`src/rtl/rails_scheduler.sv`:
```
// Two-port round-robin front end for a shared rails checker: buffers the granted port's
// permutation, replays it to the checker as one burst and returns the result to the owner.
module rails_scheduler #(
  parameter int unsigned MAX_LEN = 10,
  parameter int unsigned TIMEOUT = 255
) (
  input  logic       clk,
  input  logic       reset,
  input  logic [1:0] req,
  input  logic [3:0] num0,
  input  logic [3:0] num1,
  output logic [1:0] gnt,
  input  logic       in_valid,
  input  logic [3:0] in_data1,
  input  logic [3:0] in_data2,
  output logic       in_ready,
  output logic       chk_start,
  output logic [3:0] chk_number,
  output logic       chk_dvalid,
  output logic [3:0] chk_data1,
  output logic [3:0] chk_data2,
  input  logic       chk_valid,
  input  logic       chk_result1,
  input  logic       chk_result2,
  output logic       done,
  output logic       done_id,
  output logic       result1,
  output logic       result2,
  output logic       err
);

  localparam logic [3:0] MaxLen  = 4'(MAX_LEN);
  localparam logic [7:0] Timeout = 8'(TIMEOUT);

  typedef enum logic [2:0] {StIdle, StLoad, StIssue, StStream, StWait, StReport} state_e;

  state_e     state_q, state_d;
  logic [3:0] len_q, len_d;
  logic [3:0] count_q, count_d;
  logic [7:0] timer_q, timer_d;
  logic       last_id_q, last_id_d;
  logic       port_q, port_d;
  logic [3:0] buf1_q [MAX_LEN];
  logic [3:0] buf1_d [MAX_LEN];
  logic [3:0] buf2_q [MAX_LEN];
  logic [3:0] buf2_d [MAX_LEN];

  logic [1:0] gnt_q, gnt_d;
  logic       in_ready_q, in_ready_d;
  logic       chk_start_q, chk_start_d;
  logic [3:0] chk_number_q, chk_number_d;
  logic       chk_dvalid_q, chk_dvalid_d;
  logic [3:0] chk_data1_q, chk_data1_d;
  logic [3:0] chk_data2_q, chk_data2_d;
  logic       done_q, done_d;
  logic       done_id_q, done_id_d;
  logic       result1_q, result1_d;
  logic       result2_q, result2_d;
  logic       err_q, err_d;
  logic       pick;
  logic [3:0] pick_len;

  always_comb begin
    state_d      = state_q;
    len_d        = len_q;
    count_d      = count_q;
    timer_d      = timer_q;
    last_id_d    = last_id_q;
    port_d       = port_q;
    buf1_d       = buf1_q;
    buf2_d       = buf2_q;
    gnt_d        = gnt_q;
    in_ready_d   = 1'b0;
    chk_start_d  = 1'b0;
    chk_number_d = 4'd0;
    chk_dvalid_d = 1'b0;
    chk_data1_d  = 4'd0;
    chk_data2_d  = 4'd0;
    done_d       = 1'b0;
    done_id_d    = 1'b0;
    result1_d    = 1'b0;
    result2_d    = 1'b0;
    err_d        = 1'b0;
    // When both request, the port that was not served last wins
    pick         = (req == 2'b11) ? ~last_id_q : req[1];
    pick_len     = pick ? num1 : num0;

    unique case (state_q)
      StIdle: begin
        if (|req) begin
          port_d    = pick;
          last_id_d = pick;
          len_d     = pick_len;
          gnt_d     = pick ? 2'b10 : 2'b01;
          count_d   = 4'd0;
          timer_d   = 8'd0;
          if (pick_len == 4'd0 || pick_len > MaxLen) begin
            state_d   = StReport;
            done_d    = 1'b1;
            done_id_d = pick;
            err_d     = 1'b1;
          end else begin
            state_d    = StLoad;
            in_ready_d = 1'b1;
          end
        end
      end
      StLoad: begin
        if (in_valid && in_ready_q) begin
          buf1_d[count_q] = in_data1;
          buf2_d[count_q] = in_data2;
          count_d         = count_q + 4'd1;
        end
        if (count_d == len_q) begin
          state_d      = StIssue;
          chk_start_d  = 1'b1;
          chk_number_d = len_q;
          count_d      = 4'd0;
        end else begin
          in_ready_d = 1'b1;
        end
      end
      StIssue: begin
        state_d      = StStream;
        chk_dvalid_d = 1'b1;
        chk_data1_d  = buf1_q[0];
        chk_data2_d  = buf2_q[0];
        count_d      = 4'd1;
      end
      StStream: begin
        if (count_q == len_q) begin
          state_d = StWait;
          timer_d = 8'd0;
        end else begin
          chk_dvalid_d = 1'b1;
          chk_data1_d  = buf1_q[count_q];
          chk_data2_d  = buf2_q[count_q];
          count_d      = count_q + 4'd1;
        end
      end
      StWait: begin
        if (chk_valid) begin
          state_d   = StReport;
          done_d    = 1'b1;
          done_id_d = port_q;
          result1_d = chk_result1;
          result2_d = chk_result2;
        end else if (timer_q == Timeout) begin
          state_d   = StReport;
          done_d    = 1'b1;
          done_id_d = port_q;
          err_d     = 1'b1;
        end else begin
          timer_d = timer_q + 8'd1;
        end
      end
      StReport: begin
        state_d = StIdle;
        gnt_d   = 2'b00;
      end
      default: state_d = StIdle;
    endcase
  end

  always_ff @(posedge clk or posedge reset) begin
    if (reset) begin
      state_q      <= StIdle;
      len_q        <= 4'd0;
      count_q      <= 4'd0;
      timer_q      <= 8'd0;
      last_id_q    <= 1'b1;
      port_q       <= 1'b0;
      buf1_q       <= '{default: 4'd0};
      buf2_q       <= '{default: 4'd0};
      gnt_q        <= 2'b00;
      in_ready_q   <= 1'b0;
      chk_start_q  <= 1'b0;
      chk_number_q <= 4'd0;
      chk_dvalid_q <= 1'b0;
      chk_data1_q  <= 4'd0;
      chk_data2_q  <= 4'd0;
      done_q       <= 1'b0;
      done_id_q    <= 1'b0;
      result1_q    <= 1'b0;
      result2_q    <= 1'b0;
      err_q        <= 1'b0;
    end else begin
      state_q      <= state_d;
      len_q        <= len_d;
      count_q      <= count_d;
      timer_q      <= timer_d;
      last_id_q    <= last_id_d;
      port_q       <= port_d;
      buf1_q       <= buf1_d;
      buf2_q       <= buf2_d;
      gnt_q        <= gnt_d;
      in_ready_q   <= in_ready_d;
      chk_start_q  <= chk_start_d;
      chk_number_q <= chk_number_d;
      chk_dvalid_q <= chk_dvalid_d;
      chk_data1_q  <= chk_data1_d;
      chk_data2_q  <= chk_data2_d;
      done_q       <= done_d;
      done_id_q    <= done_id_d;
      result1_q    <= result1_d;
      result2_q    <= result2_d;
      err_q        <= err_d;
    end
  end

  assign gnt        = gnt_q;
  assign in_ready   = in_ready_q;
  assign chk_start  = chk_start_q;
  assign chk_number = chk_number_q;
  assign chk_dvalid = chk_dvalid_q;
  assign chk_data1  = chk_data1_q;
  assign chk_data2  = chk_data2_q;
  assign done       = done_q;
  assign done_id    = done_id_q;
  assign result1    = result1_q;
  assign result2    = result2_q;
  assign err        = err_q;

endmodule

```
`config.mk`:
```
export PLATFORM = sky130hd
export DESIGN_NAME = rails_scheduler
export DESIGN_NICKNAME = d
export VERILOG_FILES = /design/src/rtl/rails_scheduler.sv
export SDC_FILE = /design/constraint.sdc
export NUM_CORES = 1
export LEC_CHECK = 0
export BUFFER_PORTS_ARGS = -buffer_cell sky130_fd_sc_hd__buf_2
export CORE_MARGIN = 3
export CORE_UTILIZATION = 34
export CTS_BUF_LIST = sky130_fd_sc_hd__clkbuf_16
export CTS_CLUSTER_DIAMETER = 30
export DETAILED_ROUTE_END_ITERATION = 12
export GPL_ROUTABILITY_DRIVEN = 0
export RECOVER_POWER = 25
export SYNTH_ARGS = -nofsm -noshare
export SYNTH_HDL_FRONTEND = slang
export SYNTH_SLANG_ARGS = --single-unit
```
`constraint.sdc`:
```
create_clock -name clk -period 11.1 [get_ports clk]
set_input_delay 2.22 -clock clk [delete_from_list [all_inputs] [get_ports clk]]
set_output_delay 2.22 -clock clk [all_outputs]
set_load 0.02 [all_outputs]
```
**After elaboration in Yosys (flattened, before gate mapping)**

Cells that the tools add are included.

- Bitwise gates (word level): 2
- Muxes and demuxes: 63
- Eq/ne operators: 16
- $lt $le $gt $ge: 3
- $add $sub $neg: 2
- Reductions and logical operators: 15

Operators with widths:

| operator | count |
|---|---|
| $bwmux W40 | 2 |
| $mux W4 | 15 |
| $bmux W4 S4 | 2 |
| $mux W8 | 4 |
| $pmux W8 S3 | 1 |
| $mux W1 | 20 |
| $mux W3 | 6 |
| $demux W4 S4 | 1 |
| $pmux W4 S2 | 2 |
| $pmux W4 S4 | 1 |
| $pmux W3 S5 | 1 |
| $ne A2 B2 Y1 const B | 6 |
| $pmux W1 S2 | 5 |
| $add A8 B1 Y8 const B | 1 |
| $eq A4 B4 Y1 | 2 |
| $eq A8 B8 Y1 const B | 1 |
| $eq A3 B2 Y1 const B | 2 |
| $eq A3 B3 Y1 const B | 2 |
| $reduce_and A2 Y1 | 3 |
| $ge A5 B5 Y1 const B | 1 |
| $lt A5 B1 Y1 const B | 1 |
| $not A4 Y5 | 1 |
| $reduce_and A5 Y1 | 1 |
| $add A4 B1 Y4 const B | 1 |
| 17 further kinds | 19 |

- Output and inout port bits: 22
- Flip-flop bits (word level): 123
- Bits of input ports: 24
- Word-level logic and storage cells: 139

**Logic depth before layout (Yosys ltp)**

- Word-level depth: 8
- Gate-level depth with buffers: 11
- Mapped depth without buffers: 8

**Least setup slack after synthesis**

No wires, ideal clock.

- Path type: in2reg
- From: input in_valid
- To: register buf1_q[8] (netlist name)
- Path buffers: 0
- Cell stages on the path: 5
- Data required time: 10.972 ns
- Data arrival time: 3.501 ns
- Setup slack: 7.471 ns
- Library setup time: 0.128 ns
- Cell sequence: nand2_1 > or2_2 > nor3b_4 > nand2_2 > mux2_1

- Longest elaborated chain between the ends: 2

RTL lines:

| what | line | text |
|---|---|---|
| start: declaration | 13 | `input logic in_valid,` |
| $logic_and A1 B1 Y1 | 109 | `if (in_valid && in_ready_q) begin` |
| $reduce_and A2 Y1 (no line) | -- |  |
| end signal: assignment | 194 | `buf1_q <= buf1_d;` |
| end: declaration | 43 | `logic [3:0] buf1_q [MAX_LEN];` |

Every way passes these cells.
A chain may end at the register's enable or synchronous reset.

==> flow_summary.yaml <==
status:
  violations: "capacitance limit, slew limit"
  status: "complete, but fails checks"
setup_path:
  end_kind: "async pin"
  r2r_start: "count_q[0]"
  cp.required_ps: 11510
  r2r_setup_slack_ps: 7210
  reg2reg_to: "state_q[0]"
  path_cells: "clkbuf_1, clkinvlp_2, buf_4"
  cp_max_fo: 71
  reg2regPathDepth: 8
  crit_path_start_kind: "input pin"
  worstSetupPathType: "in -> async"
  arrival_ps: 4550
  slowest_stage: "clkinvlp_2"
  worstSetupEndpoint: "buf1_q[23]"
  max_stage_delay_ps: 1300
  crit_path_start: "reset"
cells_and_area:
  fin_util_pct: 41.3
  antenna_cells: 0
  nets: 527
  drive_above_1_share_pct: 34.4
  stdcell_count: 725
  syn2layout_area_growth_pct: 16.3
  fill_cells: 1577
clock_network:
  cts_tree: "done"
  clk_latency_ps: 410
  cts_root_buffer: "clkbuf_16"
  post_cts_buffers: 0
  ctsResizeCount: 0
  cts_hold_buf: 0
  clkTransAtPathRegs_ps: 50
  cts.sinks: 123
  cts.htree.levels: 4
  cts_buffers: 17
  max-clock-path-buffers: 2
route:
  dr.pass1.iters: 4
  vias: 3796
  route.detailed.drc: 0
  wirelength_mm: 13.0
  drtIter0Drc: 238
  drtAntennaViolNets: 0
  wl_per_cell_um: 17.9
  vias_per_cell: 5.24
synth:
  synth.avg_cell_area_um2: 12.7
  synthTopCellsByCount: "122 x dfrtp_1, 77 x mux2_2, 27 x nand2_1"
  ys_ff_latch: 123
  synth_area_leaders: "dfrtp_1 53%, mux2_2 15%, mux4_2 6.3%, o21ai_0 2.2%, mux2i_1 2.1%"
  ys_warn_count: 0
  yosys.area.top_type_share_pct: 53.0
  ys_types: 49
  ys_seq_area_share_pct: 53.4
  ys_async_sr_fraction_pct: 100
  synthesis.nets: 482
  syn-instance-count: 453
  synth_largest_area_cell: "dfrtp_1"
  synth_most_common_cell: "dfrtp_1"
  synth-edff-count: 0
  synth-main-ff-cell: "dfrtp_1"
  netlist_area_um2: 5760
die:
  boundaryPins: 46
  die_w_um: 136
  design.core.area_um2: 16200
  die_y_um: 136
  rows: 46
  start_util_pct: 35.5
  die_area_um2: 18600
timing:
  worst_slew_pin_slew_ps: 2290
  tns_ps: 0
  finalClockSkew_ps: 8.82
  rsz0062_at_grt: "false"
  fmax_ghz: 0.241
  hold_viol: 0
  hold-worst-slack_ps: 490
  setup_viol: 0
  period_minus_slack_ps: 4140
  max_slew_margin_pct: -53.3
  slew_violations: 87
  finalCritPeriodShare_pct: 37.3
placed_design:
  dp_hpwl_mm: 8.33
  dp.cells: 695
  port_buffers: 45
grt:
  gr-usage-all-layers_pct: 14.7
  first_global_vias: 3944
  overflow: 0
  grt_pass1_wl_mm: 21.1
  antenna_found_initial: 0
  grt_max_degree: 72
min_path:
  min_path_type: "reg -> reg"
power:
  power_density_nw_per_um2: 245
  leakagePower_nw: 3.18
  irDropWorstVdd_mv: 0.113
flow_run:
  cap_violations: 2
-- critical path: cells and delay by family --
family / cells / cell delay [ps]
buffers and inverters: 3 / 2270
-- flip-flops by register name (all words and copies together) (netlist names), 4 cells and up --
signal / count
buf1_q: 40
buf2_q: 40
timer_q: 8
chk_data1: 4
chk_data2: 4
chk_number: 4
count_q: 4
len_q: 4
-- per-stage QoR --
| step | setup WS [ps] | cell area [µm²] | total power, W |
|---|---|---|---|
| 3_5_place_dp | 6970 | 6200 | 0.00117 |
| 6_report | 6960 | 6700 | 0.00164 |
| 3_3_place_gp | 7030 | 6200 | 0.00115 |
| 2_1_floorplan | 5610 | 5760 | 0.00103 |
| 5_1_grt | 6450 | 6700 | 0.00174 |
| 4_1_cts | 7400 | 6720 | 0.00166 |
-- where the power goes --
part	switching (W)	internal, W	total [W]
logic	0.000241	0.000240	0.000480
clock network	0.000188	0.000297	0.000486
registers	0.000111	0.000568	0.000678
total	0.000540	0.00110	0.00164
-- cell usage in the layout (no fill, tap or decap), drive strengths merged, types with 2 or more instances in the layout --
cell type	n
clkinv	7
or3	2
buf	44
ha	5
a22o	8
nand2b	2
nor3	5
a311oi	2
clkbuf	23
a21oi	10
nor2	19
dfrtp	122
nor4	4
xnor2	3
inv	6
and3	7
nor2b	3
o31ai	11
xor2	5
clkinvlp	4
mux2i	12
a31oi	5
mux4	16
and2	6
nand3	6
nand2	35
o21ai	26
a21o	4
mux2	81
a22oi	10
or2	2
-- layer usage --
metal / global-route usage [%] / vias to the layer above / share of wire, %
met5: 0 / - / 0
met2: 23.1 / 94 / 48
met4: 4.93 / 0 / 1.3
li1: - / 1758 / -
met3: 3.44 / 16 / 5.0
met1: 20.2 / 1928 / 46
-- area by class of cell --
type                    instances  area [µm²]  share of cell area, %
flip-flops and latches        123        3080                   45.9
repair buffers                 50         248                   3.70
clock buffers                  17         425                   6.35
multi-input cells             301        2570                   38.3
well taps                     216         270                   4.03
clock inverters                13        88.8                   1.33
inverters                       5        20.0                  0.299
-- cells by family after synthesis --
kind of cell | after synthesis | share of synthesized area [%]
AO/OA/AOI/OAI | 85 | 9.72
XOR/XNOR | 8 | 1.22
adder cells (fa/ha/maj) | 5 | 1.09
buffers and inverters | 29 | 2.00
flip-flops | 123 | 53.4
multiplexers | 109 | 24.2
AND/OR/NAND/NOR | 94 | 8.40
-- worst min path at each step --
stage	startpoint	slack, ps	endpoint	cells past startpoint
6_report	buf2_q[27]	490	buf2_q[27]	1
5_1_grt	buf2_q[2]	510	buf2_q[2]	1
4_1_cts	buf2_q[27]	490	buf2_q[27]	1
3_5_place_dp	buf2_q[27]	480	buf2_q[27]	1
3_3_place_gp	buf2_q[27]	470	buf2_q[27]	1
2_1_floorplan	timer_q[4]	450	timer_q[4]	1
Note: power is estimated with default switching activity, not from simulation.
